==> config.mk <==
export PLATFORM = sky130hd
export DESIGN_NAME = control_unit
export DESIGN_NICKNAME = d
export VERILOG_FILES = /design/src/rtl/control_unit.sv
export SDC_FILE = /design/constraint.sdc
export NUM_CORES = 1
export LEC_CHECK = 0
export ABC_CLOCK_PERIOD_IN_PS = 3000
export CAP_MARGIN = 10
export CORE_MARGIN = 5
export CORE_UTILIZATION = 35
export CTS_CLUSTER_SIZE = 28
export DETAILED_ROUTE_END_ITERATION = 12
export GPL_TIMING_DRIVEN = 0
export MAX_ROUTING_LAYER = met4
export PLACE_DENSITY = 0.65
export SYNTH_ARGS = -nofsm -noshare
export SYNTH_HDL_FRONTEND = slang
export SYNTH_SLANG_ARGS = --single-unit
==> constraint.sdc <==
create_clock -name clk -period 3 [get_ports clk]
set_clock_uncertainty 0.05 [all_clocks]
set_input_delay 0.45 -clock clk [delete_from_list [all_inputs] [get_ports clk]]
set_output_delay 0.45 -clock clk [all_outputs]
set_load 0.005 [all_outputs]
==> src/rtl/control_unit.sv <==
// control_unit -- sequencing control for the 8-bit processor.
//
// Fetches opcode/immediate bytes over a req/ack instruction port, decodes
// them and, for one EXEC cycle per instruction, drives the ALU operation,
// accumulator write enable and illegal-opcode pulse. It owns the program
// counter and zero flag and resolves JMP/JZ/JNZ.
//
// Build option:
//   CU_JNZ_EN  defined   -> opcode 8 is JNZ (2-byte)
//              undefined -> opcode 8 is a 1-byte illegal opcode
//
// Ports:
//   clk, rst        clock, synchronous active-high reset
//   imem_req/addr   fetch request and address (address is the PC)
//   imem_ack/data   memory acknowledge, byte valid in the ack cycle
//   alu_op/alu_imm  ALU operation select (111 = idle) and b operand
//   alu_zero        ALU zero output, captured at the end of an ALU EXEC
//   acc_we          accumulator write strobe (EXEC of ALU ops)
//   zero_flag       registered zero flag
//   halted          high once HLT has been decoded, until reset
//   illegal         one-cycle pulse during EXEC of an undefined opcode
module control_unit #(
  parameter logic [7:0] RESET_PC = 8'h00
) (
  input  logic       clk,
  input  logic       rst,
  output logic       imem_req,
  output logic [7:0] imem_addr,
  input  logic       imem_ack,
  input  logic [7:0] imem_data,
  output logic [2:0] alu_op,
  output logic [7:0] alu_imm,
  input  logic       alu_zero,
  output logic       acc_we,
  output logic       zero_flag,
  output logic       halted,
  output logic       illegal
);

  typedef enum logic [1:0] {
    FETCH_OP  = 2'd0,
    FETCH_IMM = 2'd1,
    EXEC      = 2'd2,
    HALT      = 2'd3
  } state_t;

  localparam logic [2:0] ALU_IDLE = 3'b111;

  state_t     state;
  logic [7:0] pc;
  logic [7:0] ir;

  // Opcodes that are followed by an immediate byte.
  function automatic logic is_two_byte(input logic [3:0] op);
    case (op)
      4'h1, 4'h2, 4'h3, 4'h4, 4'h5, 4'h6, 4'h7: is_two_byte = 1'b1;
`ifdef CU_JNZ_EN
      4'h8:                                     is_two_byte = 1'b1;
`endif
      default:                                  is_two_byte = 1'b0;
    endcase
  endfunction

  // ALU operation for an opcode; ALU_IDLE for everything that is not an ALU op.
  function automatic logic [2:0] alu_code(input logic [3:0] op);
    case (op)
      4'h1:    alu_code = 3'b000;
      4'h2:    alu_code = 3'b001;
      4'h3:    alu_code = 3'b010;
      4'h4:    alu_code = 3'b011;
      4'h5:    alu_code = 3'b100;
      default: alu_code = ALU_IDLE;
    endcase
  endfunction

  function automatic logic is_illegal(input logic [3:0] op);
    case (op)
      4'h0, 4'h1, 4'h2, 4'h3, 4'h4, 4'h5, 4'h6, 4'h7, 4'hF: is_illegal = 1'b0;
`ifdef CU_JNZ_EN
      4'h8:    is_illegal = 1'b0;
`endif
      default: is_illegal = 1'b1;
    endcase
  endfunction

  // The instruction entering EXEC comes straight off the bus for 1-byte
  // opcodes and from the IR when the immediate has just been fetched.
  logic [3:0] exec_op;
  logic [2:0] alu_op_next;
  logic       illegal_next;
  logic       halt_next;

  always_comb begin
    exec_op      = (state == FETCH_OP) ? imem_data[7:4] : ir[7:4];
    alu_op_next  = alu_code(exec_op);
    illegal_next = is_illegal(exec_op);
    halt_next    = (exec_op == 4'hF);
  end

  // Request is combinationally masked by rst so no fetch is ever presented
  // while reset is held, whatever state the register currently holds.
  assign imem_req  = !rst && ((state == FETCH_OP) || (state == FETCH_IMM));
  assign imem_addr = pc;

  // The operand nibble of the opcode byte carries no meaning.
  logic unused_ir_low;
  assign unused_ir_low = ^ir[3:0];

  always_ff @(posedge clk) begin
    if (rst) begin
      state     <= FETCH_OP;
      pc        <= RESET_PC;
      ir        <= 8'h00;
      alu_imm   <= 8'h00;
      zero_flag <= 1'b1;
      halted    <= 1'b0;
      acc_we    <= 1'b0;
      illegal   <= 1'b0;
      alu_op    <= ALU_IDLE;
    end else begin
      case (state)
        FETCH_OP: begin
          if (imem_ack) begin
            ir <= imem_data;
            pc <= pc + 8'd1;
            if (is_two_byte(imem_data[7:4])) begin
              state <= FETCH_IMM;
            end else begin
              // EXEC outputs are registered on the way in so they are
              // valid for the whole EXEC cycle.
              state   <= EXEC;
              alu_op  <= alu_op_next;
              acc_we  <= (alu_op_next != ALU_IDLE);
              illegal <= illegal_next;
              halted  <= halt_next;
            end
          end
        end

        FETCH_IMM: begin
          if (imem_ack) begin
            alu_imm <= imem_data;
            pc      <= pc + 8'd1;
            state   <= EXEC;
            alu_op  <= alu_op_next;
            acc_we  <= (alu_op_next != ALU_IDLE);
            illegal <= illegal_next;
            halted  <= halt_next;
          end
        end

        EXEC: begin
          alu_op  <= ALU_IDLE;
          acc_we  <= 1'b0;
          illegal <= 1'b0;
          // acc_we is high in EXEC exactly for ALU instructions.
          if (acc_we) begin
            zero_flag <= alu_zero;
          end
          // Branch conditions use the flag as it stood before this EXEC.
          case (ir[7:4])
            4'h6: pc <= alu_imm;
            4'h7: if (zero_flag) pc <= alu_imm;
`ifdef CU_JNZ_EN
            4'h8: if (!zero_flag) pc <= alu_imm;
`endif
            default: ;
          endcase
          state <= (ir[7:4] == 4'hF) ? HALT : FETCH_OP;
        end

        HALT: begin
          state <= HALT;
        end

        default: begin
          state <= FETCH_OP;
        end
      endcase
    end
  end

endmodule

==> summary.txt, run 1 <==
Status
  – Status: completed

Synthesis
  – Adder-cell area share of the yosys netlist: less than 1%
  – Cell accounting for the most synthesized area: dfxtp_1
  – Top post-synthesis cells by area: dfxtp_1 38%, a21oi_1 7.2%, o21ai_0 5.2%
  – Syn. warnings: 0
  – Most frequently used flop master after synthesis: dfxtp_1
  – Cells after synthesis: 180
  – Compound-Gate Fraction of Synth Area: 25.8%
  – Post-synth ARST share: 0%
  – Syn_area_per_cell: 8.53 µm²
  – EDFF count, synth: 0
  – Net Count, Synth: just under 200
  – Share of the synthesized area in the top cell type: roughly 38%
  – Post-Syn Area: 1540 µm²
  – Netlist cell types: 41
  – Yosys reg bits: 29
  – Largest family of logic cells by synthesized area: compound AO/OA/AOI/OAI gates
  – Sequential area share after synthesis: a little under two fifths
  – Multiplexer share of the synthesized area: 6.28%
  – Simple-gate share of the synthesized area: about a quarter
  – XOR/XNOR Fraction of Synth Area: less than 1%

Layout
  – Layout area overhead: 32.0%
  – Post-route cell area: between 2000 and 2500 µm²
  – Layout Nets: 234
  – Share of cells above drive strength 1: ~10%
  – Diodes inserted: 0

Critical path
  – Max FO, Critical Path: 10
  – Slowest Stage Delay on Critical Path: about 470 ps
  – Cell mode on critical path: clkbuf_1
  – Reg2reg path depth: 5
  – Worst setup path end: imem_req
  – Crit start category: input port
  – Crit path kind: input port to output port
  – Crit-path cells: clkbuf_1, clkbuf_1, nor2_1, clkdlybuf4s50_1
  – Cell depth of the worst setup path: 4
  – Crit path max-delay family: buffers and inverters
  – FF-to-FF Start: state[1]
  – CP max stage cell: clkbuf_1
  – CP required: roughly 2500 ps
  – CP Launch Point: rst
  – CP Capture Type: output port
  – Worst R2R End: halted
  – CP Data Arrival Time: between 1500 and 2000 ps
  – Reg2reg setup slack: about 1300 ps
  – Crit path buf inv count: 3

Drt
  – Drt via density: 5.33
  – Drt wl/cell: ~14 µm
  – Via count: between 1,000 and 1,500
  – Final wirelength: 3910 µm
  – First-pass DRT Iterations: 4
  – Detailed Route Iter0 Violations: 88
  – Post-DRT Antenna Nets: 0
  – DRC: 0

Placed design
  – Gpl congestion: about 0.85
  – # port buffers: 34
  – Placed Area: approximately 1900 µm²
  – Hpwl dp: between 2000 and 3000 µm

Clocking
  – TritonCTS clock tree: built
  – CTS-repair resized insts: 0
  – Hold_buf cts: 0
  – Clock latency at the later pin of the worst-skew pair: between 200 and 300 ps
  – Clock Path Buffers: 2
  – CTS sink cnt: 29
  – Post-CTS Setup Bufs: 0
  – Clock transition at the registers of the reported paths: 60 ps
  – Root Driver: clkbuf_8
  – H-tree depth: 2
  – CTS buffer count: 5

Timing
  – Setup tns final: 0 ps
  – Slew headroom: 58.2%
  – Worst-Margin Slew: between 600 and 700 ps
  – Count of final hold-check violations: 0
  – Final setup violation count: 0
  – RSZ-0062 raised after global routing: false
  – Slew Limit Fails: 0
  – Fin crit period: between 2000 and 2500 ps
  – Achievable Freq: between 0.4 and 0.5 GHz
  – Tcrit/Tclk final: between 70 and 80%

Global routing
  – First-pass GRT wire length: approximately 6700 µm
  – Largest net degree at the start of global routing: 11
  – Overflow after GRT: 0
  – Initial antenna violation count: 0
  – Total track usage: between 10% and 20%
  – Via count of the first global-routing pass: approximately 1,400

Floorplan
  – Die Ht: between 70 and 80 µm
  – IO Pins: 36
  – Total core area: between 4000 and 5000 µm²
  – Die area: between 5000 and 6000 µm²
  – Die X: approximately 76 µm
  – FP Rows: 24
  – Initial Util: a little over a third

Flow run
  – Max cap viols: 0

Power
  – Leak: roughly 0.74 nW
  – PwrDens: 473 nW/µm²
  – Peak supply drop: 0.000220 V

Min path
  – Hold WC Path Type: flop to flop
-- cells in the final DEF (no fill, tap or decap), types with 6 or more instances in the layout --
| cell type | synthesis | routed |
|---|---|---|
| o21ai_0 | 16 | 16 |
| clkbuf_1 | 5 | 6 |
| nand2_1 | 20 | 20 |
| mux2i_1 | 7 | 7 |
| nand3_1 | 8 | 8 |
| a21oi_1 | 22 | 22 |
| clkbuf_8 | 0 | 6 |
| dfxtp_1 | 29 | 29 |
| nor2_1 | 12 | 12 |
| and2_1 | 7 | 7 |
| clkdlybuf4s50_1 | 0 | 34 |
-- flip-flops by register name, indices dropped and copies added (netlist names) --
name / count
ir: 4
zero_flag: 1
imem_addr: 8
state: 2
illegal: 1
alu_imm: 8
halted: 1
acc_we: 1
alu_op: 3
-- routing by layer --
metal / up-vias / global-route usage [%] / routed length, µm
met5: - / - / 0
met4: 0 / 5.24 / 69
met3: 6 / 3.55 / 263
met2: 44 / 22.2 / 1730
met1: 672 / 17.7 / 1850
li1: 732 / - / -
-- logic make-up after synthesis --
| family | count (synthesis) |
|---|---|
| adder cells (fa/ha/maj) | 1 |
| XOR/XNOR | 1 |
| buffers and inverters | 13 |
| AND/OR/NAND/NOR | 69 |
| multiplexers | 9 |
| flip-flops | 29 |
| AO/OA/AOI/OAI | 58 |
-- worst min-delay path by stage --
stage               startpoint      to  slack [ps]  cells after the start
CTS                     halted  halted         420                      2
global placement        halted  halted         400                      2
finish                  halted  halted         410                      2
detailed placement      halted  halted         410                      2
global route            halted  halted         440                      2
floorplan               halted  halted         400                      2
-- report_power, final --
group	leakage (nW)	total [W]	internal, W	switching (W)
clock	0.0443	0.000321	0.000181	0.000140
combinational	0.456	0.000213	0.000103	0.000110
sequential	0.236	0.000426	0.000406	0.0000195
-- cell type report --
cell class                 count  area, µm²
fill                         453       2270
multi-input combinational    138        872
sequential                    29        581
timing repair buffer          34        340
clock buffer                   7       86.3
buffer                        12       78.8
tap                           52       65.1
inverter                       1       3.75
-- synthesized netlist by cell type (2+ instances only) --
cell type / instances
clkbuf_1: 5
nor4_1: 3
nor3_1: 4
and2_1: 7
dfxtp_1: 29
a2bb2oi_1: 2
nand2b_1: 2
buf_6: 4
nor2b_1: 4
a21oi_1: 22
mux2i_1: 7
nand4_1: 2
nor2_1: 12
a21bo_2: 2
buf_2: 3
nand2_1: 20
nand3_1: 8
o21ai_0: 16
o31ai_1: 3
or4_1: 3
a21boi_0: 2
-- stage by stage --
step	cells	power, W	setup WS, ps	hold slack [ps]	utilization, %
floorplan	180	0.000566	1390	398	-
global placement	266	0.000645	667	399	45.2
detailed placement	266	0.000647	666	412	45.2
CTS	273	0.000972	666	419	47.2
global route	273	0.00101	586	439	47.2
finish	273	0.000960	675	415	47.2
-- worst register-to-register path: cells and delay by family (launching register included) --
kind,cells,cell delay [ps]
simple gates,2,650
flops,1,310
buf+inv,1,140
mux,1,340
compound gates,1,150
No activity file was read; power rests on OpenSTA's default activity.
==> inputs of run 2 (changes only) <==
Settings changed: ABC_CLOCK_PERIOD_IN_PS 3000 to 2080, PLACE_DENSITY 0.65 to 0.68.
Clock period 3 ns to 2.08 ns, I/O delays scaled along.
==> summary.txt, run 2 (synthesized netlist as in run 1, its figures left out) <==
Status
  – Status: completed

Timing
  – Tcrit/Tclk final: roughly nine tenths
  – Achievable Freq: about 0.53 GHz
  – Worst-Margin Slew: approximately 650 ps
  – Count of final hold-check violations: 0
  – RSZ-0062 raised after global routing: false
  – Setup tns final: 0 ps
  – Slew headroom: a little under three fifths
  – Slew Limit Fails: 0
  – Fin crit period: 1880 ps
  – Final setup violation count: 0

Global routing
  – First-pass GRT wire length: 6620 µm
  – Top Usage Layer GRT: met2
  – GR Util met3: approximately 4.3%
  – Met2 Usage GRT: 21.3%
  – GR met1 Demand/Resource: between 10% and 20%
  – Largest net degree at the start of global routing: 11
  – Initial antenna violation count: 0
  – Overflow after GRT: 0
  – Total track usage: 14.0%
  – Via count of the first global-routing pass: between 1,000 and 1,500

Flow run
  – Max cap viols: 0

Power
  – PwrDens: a little under 700 nW/µm²
  – Pwr Total: roughly 0.0014 W
  – Leak: around 0.74 nW
  – Peak supply drop: roughly 0.00053 V

Clocking
  – TritonCTS clock tree: built
  – Post-CTS Setup Bufs: 0
  – CTS-repair resized insts: 0
  – H-tree depth: 2
  – Clock transition at the registers of the reported paths: approximately 60 ps
  – Clock latency at the later pin of the worst-skew pair: approximately 280 ps
  – Root Driver: clkbuf_8
  – Hold_buf cts: 0
  – CTS sink cnt: 29
  – Clock Path Buffers: 2
  – CTS buffer count: 5

Drt
  – Drt wl/cell: roughly 14 µm
  – Detailed Route Iter0 Violations: between 100 and 150
  – Drt via density: 5.41
  – DRC: 0
  – First-pass DRT Iterations: 4
  – Post-DRT Antenna Nets: 0
  – Via count: approximately 1,500
  – Final wirelength: a little under 4000 µm

Critical path
  – CP required: ~2200 ps
  – CP Capture Type: flop
  – Max FO, Critical Path: 7
  – Crit start category: input port
  – CP Data Arrival Time: approximately 2000 ps
  – Crit path kind: input port to flop
  – Reg2reg setup slack: roughly 370 ps

Layout
  – Fillers: around 450
  – Most frequent cells in the layout: 34 x clkdlybuf4s50_1, 29 x dfxtp_1, 22 x a21oi_1
  – Post-Route Utilization: a little under half
  – Finished Layout Cells: 273
  – Layout Nets: roughly 230
  – Most common cell after layout, fill and taps aside: clkdlybuf4s50_1
  – Diodes inserted: 0
  – Layout area overhead: 32.1%
  – Share of cells above drive strength 1: a little over a tenth

Floorplan
  – Die Ht: between 70 and 80 µm
  – Initial Util: between 30% and 40%
  – IO Pins: 36
  – Total core area: between 4000 and 5000 µm²
  – FP Rows: 24
  – Die area: between 5000 and 6000 µm²
  – Die X: about 76 µm

Placed design
  – Placed Instances: approximately 270
  – # port buffers: 34
  – Hpwl dp: 2810 µm
  – Gpl congestion: around 0.8

Min path
  – Hold WC Path Type: flop to flop
==> run 2: cell types whose count changed in the layout (fill, tap and decap cells not counted) <==
cell      previous run  this run
clkbuf_1             6         5
clkbuf_2             0         1
==> run 2: final cells by class <==
class                      count  area (µm²)  area share [%]
multi-input combinational    138         872            43.0
inverter                       1        3.75           0.185
tap                           52        65.1            3.21
sequential                    29         581            28.6
buffer                        12        80.1            3.95
timing repair buffer          34         340            16.8
clock buffer                   7        86.3            4.26
==> run 2: worst max-delay path, cell delays in order <==
cell             delay [ps]
clkdlybuf4s50_1         610
nor3_1                  120
o41ai_2                 540
nor3_1                  160
a32o_1                  250
==> run 2: metrics by stage <==
stage | hold WS (ps) | setup WS, ps | instance area, µm²
floorplan | 398 | 469 | 1540
global placement | 398 | -74.2 | 1940
detailed placement | 402 | -84.9 | 1940
CTS | 410 | 32.5 | 2030
global route | 433 | 46.4 | 2030
finish | 406 | 204 | 2030
==> run 2: path summary, 6_finish.rpt <==
path	startpoint	endpoint	cells after the start
setup reg to reg	state[1]	halted	5
hold / removal	halted	halted	2
hold reg to reg	halted	halted	2
setup / recovery	imem_data[6]	acc_we	5
==> run 2: metal layers <==
layer | vias to the layer above | wire [µm]
li1 | 737 | -
met1 | 688 | 1840
met2 | 44 | 1820
met3 | 7 | 205
met4 | 0 | 46
met5 | - | 0
==> run 2: report_power, final <==
part           internal, W  total, W  leakage (nW)  switching [W]
Sequential        0.000586  0.000614         0.236      0.0000283
Clock             0.000262  0.000471        0.0443       0.000209
Combinational     0.000149  0.000307         0.459       0.000157
==> inputs of run 3 (changes only) <==
Settings changed: ABC_AREA from default to 0.
==> results of run 3 <==
Final layout, timing and power as in run 2 (identical DEF).
